## config.mk

```make
export PLATFORM = sky130hd
export DESIGN_NAME = cla_pipe_addsub
export DESIGN_NICKNAME = d
export VERILOG_FILES = /design/src/rtl/cla_pipe_addsub.sv
export SDC_FILE = /design/constraint.sdc
export NUM_CORES = 1
export LEC_CHECK = 0
export CAP_MARGIN = 15
export CELL_PAD_IN_SITES_DETAIL_PLACEMENT = 1
export CELL_PAD_IN_SITES_GLOBAL_PLACEMENT = 1
export CORE_ASPECT_RATIO = 1.5
export CORE_MARGIN = 8
export CORE_UTILIZATION = 42
export CTS_CLUSTER_DIAMETER = 80
export DETAILED_ROUTE_END_ITERATION = 16
export HOLD_SLACK_MARGIN = 0.03
export PLACE_DENSITY_LB_ADDON = 0.15
export RECOVER_POWER = 100
export SLEW_MARGIN = 20
export SYNTH_ARGS = -nofsm -noshare
export SYNTH_HDL_FRONTEND = slang
export SYNTH_SLANG_ARGS = --single-unit
```

## constraint.sdc

```tcl
create_clock -name clk -period 6.4 [get_ports clk]
set_input_delay 0.64 -clock clk [delete_from_list [all_inputs] [get_ports clk]]
set_output_delay 0.64 -clock clk [all_outputs]
set_load 0.05 [all_outputs]
```

## src/rtl/cla_pipe_addsub.sv

```systemverilog
// Pipelined WIDTH-bit carry-lookahead add/sub built from 4-bit groups; the inter-slice carry is registered.
// Latency STAGES cycles, one op/cycle; a stage loads when it is empty or its successor advances.
// Stalls propagate back to in_ready. Optional CLA_PIPE_SAT_EN makes out_sum saturate on signed overflow.
module cla_pipe_addsub #(
    parameter int WIDTH  = 16,
    parameter int STAGES = 2
) (
    input  logic             clk,
    input  logic             rst_n,
    input  logic             in_valid,
    output logic             in_ready,
    input  logic [WIDTH-1:0] in_a,
    input  logic [WIDTH-1:0] in_b,
    input  logic             in_sub,
    input  logic             in_cin,
    output logic             out_valid,
    input  logic             out_ready,
    output logic [WIDTH-1:0] out_sum,
    output logic             out_cout,
    output logic             out_ovf,
    output logic             out_zero
);

    localparam int GROUPS = WIDTH / 4;
    localparam int GPS    = GROUPS / STAGES;

    // Returns {carry out, carry into bit 3, sum[3:0]}.
    function automatic logic [5:0] cla4(input logic [3:0] a, input logic [3:0] b, input logic ci);
        logic [3:0] p;
        logic [3:0] g;
        logic [4:0] c;
        p    = a | b;
        g    = a & b;
        c[0] = ci;
        c[1] = g[0] | (p[0] & ci);
        c[2] = g[1] | (p[1] & g[0]) | (p[1] & p[0] & ci);
        c[3] = g[2] | (p[2] & g[1]) | (p[2] & p[1] & g[0]) | (p[2] & p[1] & p[0] & ci);
        c[4] = g[3] | (p[3] & g[2]) | (p[3] & p[2] & g[1]) | (p[3] & p[2] & p[1] & g[0])
             | (p[3] & p[2] & p[1] & p[0] & ci);
        return {c[4], c[3], a ^ b ^ c[3:0]};
    endfunction

    logic [WIDTH-1:0]  a_q   [STAGES];
    logic [WIDTH-1:0]  b_q   [STAGES];
    logic [WIDTH-1:0]  sum_q [STAGES];
    logic [STAGES-1:0] c_q;
    logic [STAGES-1:0] v_q;
    logic              ovf_q;
    logic              zero_q;

    logic [WIDTH-1:0]  src_a [STAGES];
    logic [WIDTH-1:0]  src_b [STAGES];
    logic [WIDTH-1:0]  src_s [STAGES];
    logic [WIDTH-1:0]  nsum  [STAGES];
    logic [STAGES-1:0] src_c;
    logic [STAGES-1:0] src_v;
    logic [STAGES-1:0] nc;
    logic [STAGES-1:0] ncm;
    logic [STAGES-1:0] mv;
    logic [WIDTH-1:0]  fin_sum;
    logic              fin_ovf;

    // Stage 0 takes the ports (B pre-inverted for subtract); later stages take the previous registers.
    always_comb begin
        src_a[0] = in_a;
        src_b[0] = in_sub ? ~in_b : in_b;
        src_s[0] = '0;
        src_c[0] = in_sub | in_cin;
        src_v[0] = in_valid;
        for (int s = 1; s < STAGES; s++) begin
            src_a[s] = a_q[s-1];
            src_b[s] = b_q[s-1];
            src_s[s] = sum_q[s-1];
            src_c[s] = c_q[s-1];
            src_v[s] = v_q[s-1];
        end
    end

    always_comb begin : slice_logic
        logic       c;
        logic [5:0] r;
        int         base;
        c    = 1'b0;
        r    = '0;
        base = 0;
        for (int s = 0; s < STAGES; s++) begin
            c        = src_c[s];
            nsum[s]  = src_s[s];
            ncm[s]   = 1'b0;
            for (int g = 0; g < GPS; g++) begin
                base                = 4 * (s * GPS + g);
                r                   = cla4(src_a[s][base+:4], src_b[s][base+:4], c);
                nsum[s][base+:4]    = r[3:0];
                ncm[s]              = r[4];
                c                   = r[5];
            end
            nc[s] = c;
        end
    end

    always_comb begin
        fin_ovf = nc[STAGES-1] ^ ncm[STAGES-1];
        fin_sum = nsum[STAGES-1];
`ifdef CLA_PIPE_SAT_EN
        if (fin_ovf) begin
            fin_sum = src_a[STAGES-1][WIDTH-1] ? {1'b1, {(WIDTH-1){1'b0}}}
                                               : {1'b0, {(WIDTH-1){1'b1}}};
        end
`endif
    end

    // Advance chain runs back from the output so bubbles collapse.
    always_comb begin
        mv[STAGES-1] = out_ready | ~v_q[STAGES-1];
        for (int s = STAGES - 2; s >= 0; s--) begin
            mv[s] = ~v_q[s] | mv[s+1];
        end
    end

    always_ff @(posedge clk) begin
        if (!rst_n) begin
            for (int s = 0; s < STAGES; s++) begin
                a_q[s]   <= '0;
                b_q[s]   <= '0;
                sum_q[s] <= '0;
            end
            c_q    <= '0;
            v_q    <= '0;
            ovf_q  <= 1'b0;
            zero_q <= 1'b0;
        end else begin
            for (int s = 0; s < STAGES; s++) begin
                if (mv[s]) begin
                    v_q[s]   <= src_v[s];
                    a_q[s]   <= src_a[s];
                    b_q[s]   <= src_b[s];
                    c_q[s]   <= nc[s];
                    sum_q[s] <= (s == STAGES - 1) ? fin_sum : nsum[s];
                end
            end
            if (mv[STAGES-1]) begin
                ovf_q  <= fin_ovf;
                zero_q <= ~|fin_sum;
            end
        end
    end

    assign in_ready  = mv[0];
    assign out_valid = v_q[STAGES-1];
    assign out_sum   = sum_q[STAGES-1];
    assign out_cout  = c_q[STAGES-1];
    assign out_ovf   = ovf_q;
    assign out_zero  = zero_q;

endmodule

```

Word level (Yosys, flattened, before mapping)

Memory sizes are Yosys's and may differ from the RTL's.
Index checks and enable logic that the tools add are counted.

Register bits after elaboration: 6
Memory bits (writable): 96
Output and inout port bits: 21
Logic and storage cells: 158
Memories: 3

Multiplexer cells: 14
Bitwise logic cells: 133
Reductions and logical operators: 2

Memories:

| memory | words | width | read ports | clocked after memory_dff | write ports | RTL line | RTL |
|---|---|---|---|---|---|---|---|
| a_q    | 2     | 16    | 1          | 0                        | 2           | 43       | `logic [WIDTH-1:0] a_q [STAGES];` |
| b_q    | 2     | 16    | 1          | 0                        | 2           | 44       | `logic [WIDTH-1:0] b_q [STAGES];` |
| sum_q  | 2     | 16    | 2          | 0                        | 2           | 45       | `logic [WIDTH-1:0] sum_q [STAGES];` |

Operator list:

| cell                | number |
|---|---|
| 16-bit 2-to-1 mux   | 7 |
| 1-bit AND           | 64 |
| 1-bit bitwise OR    | 49 |
| 4-bit XOR           | 8 |
| 4-bit AND           | 4 |
| 16-bit inverter     | 1 |
| 4-bit bitwise OR    | 4 |
| 16-bit OR reduction | 1 |
| 1-bit 2-to-1 mux    | 7 |
| 1-bit inverter      | 2 |
| 1-bit zero test     | 1 |
| 1-bit XOR           | 1 |

Longest topological paths before layout

Gate-level depths: netlist (run 1).

Depth in word-level cells: 12
Gate-level depth with buffers: 12

Worst setup path before layout (run 1)

OpenSTA, ideal clock, no wires.

Kind: input to register
Start: input in_sub
End: memory sum_q[0][5] (data pin)
Setup time: 0.266 ns
Arrival: 2.282 ns
Required time: 6.134 ns
Slack: 3.852 ns
Cell stages on the path: 10
Path buffers: 1
Cell sequence: buf_6 > xor2_1 > inv_1 > ha_1 > o21bai_1 > a221o_1 > a21oi_1 > fa_1 > xor2_1 > nor2_1

RTL lines:

| element            | RTL line | RTL |
|---|---|---|
| start: declaration | 14       | `input logic in_sub,` |
| end: declaration   | 45       |  |

==> results.yml, run 1 <==
final_layout:
  proportion_of_layout_cells_with_a_drive_suffix_above_1_pct: 3.40
  layout.nets: 397
  layout_stage_area_growth_over_the_synthesis_result_pct: 26.0
  antenna-diode-count: 0
clock_tree:
  worstSkewPairLatency_ns: 0.30
  cts_max_path_buffers: 2
  tritoncts_num_sinks: 46
  clk_transition_reported_paths_ns: 0.09
  post_cts.resized_instances: 0
  cts_post_setup_buffers_inserted: 0
  ctsHtreeMaxLevel: 2
  cts_root_buf: "sky130_fd_sc_hd__clkbuf_8"
  tritoncts.num_buffers: 5
  tritoncts_clock_tree: "yes"
  hold_buffers: 0
route:
  viasPerCell: 5.03
  routed_via_count: 2013
  drc_violations_left: 0
  detailed_route_wire_length_mm: 6.37
  initial_detailed_routing_violation_count: 93
  post_drt_wl_per_cell_um: 15.9
  drt-pass1-iter-count: 4
  antenna_violating_nets_post_route: 0
hold_path:
  min_delay_path_depth: 2
  hold_path_class: "reg2reg"
worst_setup_path:
  crit_path_top_delay_cell: "sky130_fd_sc_hd__dlygate4sd3_1"
  worstPathCellList: "dlygate4sd3_1 -> xor2_1 -> ha_1 -> o21bai_1 -> a221o_1 -> a211oi_1 -> mux2i_1 -> o311ai_0"
  startpoint_type: "primary input"
  cp-end-kind: "flop"
  rr_worst_depth: 6
  path_buf_inv: 1
  max_stage_delay_ns: 1.27
  cp.required_ns: 6.41
  path_depth: 8
  worstSetupPathType: "in2reg"
  crit_path_max_fanout: 17
  cpLargestDelayFamily: "buffers and inverters"
  arrival_ns: 3.77
sta:
  tightest_slew_ns: 1.20
  maxSlewHeadroom_pct: 19.8
  finalCriticalPeriod_ns: 3.76
  rsz_0062_raised_after_global_routing: "no"
  finalSetupTns_ns: 0
  max_freq_mhz: 266
  worst_clock_skew_ns: 0.00642
  final-max-slew-violation-count: 0
  final-hold-violation-count: 0
  holdWs_ns: 0.481
  layout_setup_ws_ns: 2.64
  fin_crit_sh_pct: 58.8
  setup-violations-final: 0
job:
  maxCapViolations: 0
logic_synthesis:
  multiplexer_share_of_the_synthesized_area_pct: 0.705
  post-synth-top-area-cell: "sky130_fd_sc_hd__edfxtp_1"
  synth_largest_type_area_fraction_pct: 42.3
  yosys_warnings: 0
  post_synth.cell_area_avg_um2: 10.7
  synth_top_family_by_area: "adder cells"
  synth.distinct_cells: 36
  synthesis.nets: 340
  synth-compound-area-share_pct: 6.35
  postSynthRegisterBits: 46
  yosysSeqAreaShare_pct: 46.5
  post_synth_simple_gate_area_pct: 14.5
  synth_cells: 266
  post_synth_main_area_contributors: "sky130_fd_sc_hd__edfxtp_1 (42%), sky130_fd_sc_hd__ha_1 (14%), sky130_fd_sc_hd__inv_1 (5.4%), sky130_fd_sc_hd__xor2_1 (4.3%), sky130_fd_sc_hd__dfxtp_1 (4.2%)"
  netlist_area_um2: 2840
  synth-xor-area-share_pct: 8.02
  synthAdderAreaFrac_pct: 16.9
grt:
  largest_net_degree_at_the_start_of_global_routing: 28
  antenna_found_initial: 0
  grt_first_pass_wirelength_mm: 10.5
  first_global_vias: 2243
  global_route.overflow_total: 0
  gr-usage-all-layers_pct: 13.5
pwr:
  vdd_ir_drop_max_mv: 0.119
  p_leak_uw: 0.00163
  power_density_nw_per_um2: 228
floorplan:
  die_x_um: 83.1
  core_um2: 6530
  core.rowCount: 36
  die_area_um2: 9700
  design.portCount: 59
  die-height_um: 117
  initial_cell_density_of_the_core_pct: 43.5
placement:
  place.port_buffers: 58
  pre_cts_slack_ns: 2.43
  hpwlAfterDp_mm: 5.21
  place.gp.congestion: 0.724
run_status:
  outcome: "finished, final reports clean"
==> sequential cells by signal (all words and copies together), names as in the netlist <==
name,cells
a_q,8
b_q,8
c_q,2
out_ovf,1
out_zero,1
sum_q,24
v_q,2
==> final cells by class <==
cell class                      instances  area, um^2
Clock buffer                            5        68.8
Inverter                               41         154
Multi-Input combinational cell        170        1310
Clock inverter                          3        40.0
Timing Repair Buffer                   59         588
Fill cell                             727        2960
Sequential cell                        46        1320
Tap cell                               76        95.1
==> cell usage after synthesis <==
cell type / instances
sky130_fd_sc_hd__nor4_1: 1
sky130_fd_sc_hd__xnor2_1: 12
sky130_fd_sc_hd__mux2i_1: 2
sky130_fd_sc_hd__a21oi_1: 6
sky130_fd_sc_hd__o22ai_1: 1
sky130_fd_sc_hd__inv_1: 41
sky130_fd_sc_hd__o2111ai_1: 2
sky130_fd_sc_hd__buf_6: 1
sky130_fd_sc_hd__o21bai_1: 3
sky130_fd_sc_hd__o211a_1: 1
sky130_fd_sc_hd__a211oi_4: 1
sky130_fd_sc_hd__nor2b_1: 6
sky130_fd_sc_hd__dfxtp_1: 6
sky130_fd_sc_hd__fa_1: 4
sky130_fd_sc_hd__nor2_1: 28
sky130_fd_sc_hd__xor2_1: 14
sky130_fd_sc_hd__o311ai_0: 1
sky130_fd_sc_hd__and3_1: 18
sky130_fd_sc_hd__o21a_1: 1
sky130_fd_sc_hd__clkbuf_1: 7
sky130_fd_sc_hd__ha_1: 32
sky130_fd_sc_hd__nand4_1: 1
sky130_fd_sc_hd__and2_1: 2
sky130_fd_sc_hd__nand2b_1: 2
sky130_fd_sc_hd__nand2_1: 6
sky130_fd_sc_hd__o21ai_0: 7
sky130_fd_sc_hd__nor3_1: 7
sky130_fd_sc_hd__a31oi_1: 2
sky130_fd_sc_hd__edfxtp_1: 40
sky130_fd_sc_hd__or4_1: 2
sky130_fd_sc_hd__or3b_2: 1
sky130_fd_sc_hd__nor2_4: 1
sky130_fd_sc_hd__buf_2: 1
sky130_fd_sc_hd__a221o_1: 1
sky130_fd_sc_hd__nor3b_1: 1
sky130_fd_sc_hd__nand3_1: 4
==> path summary, 6_finish.rpt <==
check	start	endpoint	slack, ns
setup / recovery	in_sub	sum_q[0][7]$_SDFFCE_PN0P_	2.64
hold / removal	out_zero$_SDFFE_PN0P_	out_zero$_SDFFE_PN0P_	0.48
hold reg to reg	out_zero$_SDFFE_PN0P_	out_zero$_SDFFE_PN0P_	0.48
setup reg to reg	v_q[1]$_SDFFE_PN0P_	sum_q[0][7]$_SDFFCE_PN0P_	3.54
==> layout by cell type, fill, tap and decap left out, types with 2 or more instances in the layout <==
| cell type | instances |
|---|---|
| sky130_fd_sc_hd__clkinv_2 | 2 |
| sky130_fd_sc_hd__mux2i_1 | 2 |
| sky130_fd_sc_hd__fa_1 | 4 |
| sky130_fd_sc_hd__edfxtp_1 | 40 |
| sky130_fd_sc_hd__nor2_1 | 28 |
| sky130_fd_sc_hd__dlygate4sd3_1 | 23 |
| sky130_fd_sc_hd__o2111ai_1 | 2 |
| sky130_fd_sc_hd__o21ai_0 | 7 |
| sky130_fd_sc_hd__a31oi_1 | 2 |
| sky130_fd_sc_hd__ha_1 | 32 |
| sky130_fd_sc_hd__nor3_1 | 7 |
| sky130_fd_sc_hd__dfxtp_1 | 6 |
| sky130_fd_sc_hd__nor2b_1 | 6 |
| sky130_fd_sc_hd__or4_1 | 2 |
| sky130_fd_sc_hd__nand2b_1 | 2 |
| sky130_fd_sc_hd__nand3_1 | 4 |
| sky130_fd_sc_hd__clkdlybuf4s50_1 | 35 |
| sky130_fd_sc_hd__and3_1 | 18 |
| sky130_fd_sc_hd__nand2_1 | 6 |
| sky130_fd_sc_hd__a21oi_1 | 6 |
| sky130_fd_sc_hd__xor2_1 | 14 |
| sky130_fd_sc_hd__o21bai_1 | 3 |
| sky130_fd_sc_hd__inv_1 | 41 |
| sky130_fd_sc_hd__clkbuf_8 | 5 |
| sky130_fd_sc_hd__xnor2_1 | 12 |
==> report_power, final <==
part           internal (uW)  leakage (uW)  switching (uW)
sequential               363      0.000514            14.3
clock                    115     0.0000579            96.3
combinational           91.8       0.00105             134
==> worst reg2reg max path: cells and delay by family, from the launching register on <==
kind	cells	cell delay [ns]
DFF	1	0.35
AOI/OAI and AO/OA	1	0.15
and+or+nand+nor	4	1.92
muxes	1	0.15
==> through the flow <==
stage / power, uW / cells / utilization, % / area (um^2)
2_1_floorplan: 537 / 266 / - / 2840
3_3_place_gp: 613 / 392 / 53.3 / 3480
3_5_place_dp: 624 / 392 / 53.3 / 3480
4_1_cts: 835 / 400 / 54.9 / 3590
5_1_grt: 854 / 400 / 54.8 / 3580
6_report: 815 / 400 / 54.8 / 3580
==> metal layers <==
metal | vias to the layer above | part of all wire (%) | track usage (%)
li1 | 995 | - | -
met1 | 967 | 37 | 12.7
met2 | 45 | 58 | 27.4
met3 | 6 | 3.6 | 3.21
met4 | 0 | 1.3 | 4.47
met5 | - | 0 | 0
==> cell families (layout without fill, tap and decap cells) <==
| group | count (synthesis) | count (layout) |
|---|---|---|
| fa+ha+maj | 36 | 36 |
| simple gates | 80 | 80 |
| flops | 46 | 46 |
| xor+xnor | 26 | 26 |
| compound gates | 26 | 26 |
| buf+inv | 50 | 108 |
| mux | 2 | 2 |
No activity file was read; power rests on OpenSTA's default activity.
==> run 2: changes to the inputs <==
--- a/config.mk
+++ b/config.mk
@@ -10,7 +10,7 @@
 export CELL_PAD_IN_SITES_GLOBAL_PLACEMENT = 1
 export CORE_ASPECT_RATIO = 1.5
 export CORE_MARGIN = 8
-export CORE_UTILIZATION = 42
+export CORE_UTILIZATION = 40
 export CTS_CLUSTER_DIAMETER = 80
 export DETAILED_ROUTE_END_ITERATION = 16
 export HOLD_SLACK_MARGIN = 0.03
==> constraint.sdc (replaced) <==
create_clock -name clk -period 3.9 [get_ports clk]
set_input_delay 0.39 -clock clk [delete_from_list [all_inputs] [get_ports clk]]
set_output_delay 0.39 -clock clk [all_outputs]
set_load 0.05 [all_outputs]
==> run 2 against run 1 <==
Effect of this change: sequential power is 64% higher; hold slack better by 0.030 ns; largest cell class unchanged; count of clock-buffer cells in the layout is 2 higher; critical endpoint is now sum_q[0][25]$_SDFFCE_PN0P_; first-iteration DRC count is 41% lower; power is 56% higher; clock skew is 0.0021 ns higher.
==> results.yml, run 2 (synthesized netlist as in run 1, its figures left out) <==
worst_setup_path:
  crit_path_max_fanout: 21
  timing.rr.end: "sum_q[0][25]$_SDFFCE_PN0P_"
  arrival_ns: 3.04
  startpoint_type: "primary input"
  worstSetupPathType: "in2reg"
  timing.critical_path.from: "out_ready"
  cp.required_ns: 3.93
  setup.reg_to_reg.worst_slack_ns: 1.16
  worst_setup_path_endpoint: "sum_q[0][25]$_SDFFCE_PN0P_"
  cp-end-kind: "flop"
  rr_worst_depth: 6
  r2r-start: "v_q[1]$_SDFFE_PN0P_"
final_layout:
  proportion_of_layout_cells_with_a_drive_suffix_above_1_pct: 3.34
  layout_stage_area_growth_over_the_synthesis_result_pct: 26.1
  top_regs: "sum_q x24, a_q x8, b_q x8"
  largest-register: "sum_q"
  mostFrequentLayoutCell: "sky130_fd_sc_hd__inv_1"
  layout.nets: 402
  max_ffs_per_register: 24
  final_cell_mix: "sky130_fd_sc_hd__inv_1 (41), sky130_fd_sc_hd__edfxtp_1 (40), sky130_fd_sc_hd__clkdlybuf4s50_1 (35), sky130_fd_sc_hd__ha_1 (32), sky130_fd_sc_hd__nor2_1 (28)"
  post-route-cell-area_um2: 3580
  antenna-diode-count: 0
clock_tree:
  cts_max_path_buffers: 2
  post_cts.resized_instances: 0
  hold_buffers: 0
  tritoncts_clock_tree: "yes"
  tritoncts.num_buffers: 5
  tritoncts_num_sinks: 46
  worstSkewPairLatency_ns: 0.30
  clk_transition_reported_paths_ns: 0.09
  cts_root_buf: "sky130_fd_sc_hd__clkbuf_8"
  ctsHtreeMaxLevel: 2
  cts_post_setup_buffers_inserted: 0
sta:
  finalCriticalPeriod_ns: 3.02
  worst_clock_skew_ns: 0.00850
  maxSlewHeadroom_pct: 30.1
  tightest_slew_ns: 1.05
  final-hold-violation-count: 0
  finalSetupTns_ns: 0
  setup-violations-final: 0
  rsz_0062_raised_after_global_routing: "no"
  max_freq_mhz: 331
  final-max-slew-violation-count: 0
  fin_crit_sh_pct: 77.4
hold_path:
  hold_path_class: "reg2reg"
run_status:
  outcome: "finished, final reports clean"
route:
  viasPerCell: 5.08
  antenna_violating_nets_post_route: 0
  routed_via_count: 2069
  detailed_route_wire_length_mm: 6.41
  post_drt_wl_per_cell_um: 15.7
  drc_violations_left: 0
  drt-pass1-iter-count: 4
  initial_detailed_routing_violation_count: 55
pwr:
  p_leak_uw: 0.00162
  power_density_nw_per_um2: 356
  vdd_ir_drop_max_mv: 0.147
job:
  maxCapViolations: 0
grt:
  largest_net_degree_at_the_start_of_global_routing: 22
  global_route.overflow_total: 0
  antenna_found_initial: 0
  first_global_vias: 2292
  gr-usage-all-layers_pct: 13.2
  grt_first_pass_wirelength_mm: 10.5
floorplan:
  die_x_um: 84.8
  die-height_um: 119
  initial_cell_density_of_the_core_pct: 41.4
  die_area_um2: 10100
  core_um2: 6850
  core.rowCount: 37
  design.portCount: 59
placement:
  place.gp.congestion: 0.740
  hpwlAfterDp_mm: 5.35
  place.port_buffers: 58
  placed_area_um2: 3520
-- run 2: cell count changes in the layout (fill, tap and decap cells not counted), sizes merged --
cell / previous run / this run
buf: 1 / 3
clkbuf: 5 / 10
bufinv: 1 / 0
clkinv: 2 / 0
clkinvlp: 0 / 1
-- run 2: per-stage QoR --
stage | instances | total power (uW) | utilization (%) | setup slack [ns] | hold WS [ns]
floorplan | 266 | 880 | - | 1.60 | 0.484
detailed placement | 399 | 1030 | 51.4 | 0.716 | 0.507
global route | 407 | 1340 | 52.2 | 0.570 | 0.524
global placement | 399 | 1010 | 51.4 | 0.867 | 0.491
finish | 407 | 1270 | 52.2 | 0.883 | 0.511
CTS | 407 | 1310 | 52.6 | 1.04 | 0.521
-- run 2: critical path: stages --
cell and delay, ns:
sky130_fd_sc_hd__dlygate4sd3_1 0.55, sky130_fd_sc_hd__nor2b_1 0.47, sky130_fd_sc_hd__nand2_1 0.13, sky130_fd_sc_hd__clkbuf_1 0.39, sky130_fd_sc_hd__nand2_1 0.54, sky130_fd_sc_hd__clkbuf_1 0.45
sky130_fd_sc_hd__nor2_1 0.11
-- run 2: routing by layer --
| layer | share of wire [%] | vias up | global-route usage (%) |
|---|---|---|---|
| met2 | 58 | 41 | 26.2 |
| met5 | 0 | - | 0 |
| li1 | - | 1013 | - |
| met3 | 3.6 | 9 | 2.68 |
| met4 | 2.0 | 0 | 6.05 |
| met1 | 37 | 1006 | 12.4 |
-- run 2: where the power goes --
part / switching, uW / internal (uW)
registers: 24.4 / 597
clock network: 154 / 127
logic: 220 / 153
total: 399 / 876
-- run 2: how the worst min path moves through the flow --
stage | cells after the start | start | end
after floorplan | 1 | v_q[0]$_SDFFE_PN0N_ | v_q[1]$_SDFFE_PN0P_
after global placement | 1 | c_q[1]$_SDFFE_PN0P_ | c_q[1]$_SDFFE_PN0P_
after detailed placement | 1 | c_q[1]$_SDFFE_PN0P_ | c_q[1]$_SDFFE_PN0P_
after CTS | 2 | out_zero$_SDFFE_PN0P_ | out_zero$_SDFFE_PN0P_
after global routing | 2 | out_zero$_SDFFE_PN0P_ | out_zero$_SDFFE_PN0P_
final | 2 | out_zero$_SDFFE_PN0P_ | out_zero$_SDFFE_PN0P_
-- run 2: area by class of cell --
| type | instances | area, um^2 |
|---|---|---|
| Sequential cell | 46 | 1320 |
| Multi-Input combinational cell | 170 | 1310 |
| Clock buffer | 7 | 76.3 |
| Tap cell | 78 | 97.6 |
| Fill cell | 774 | 3270 |
| Timing Repair Buffer | 64 | 614 |
| Inverter | 41 | 154 |
| Clock inverter | 1 | 7.51 |
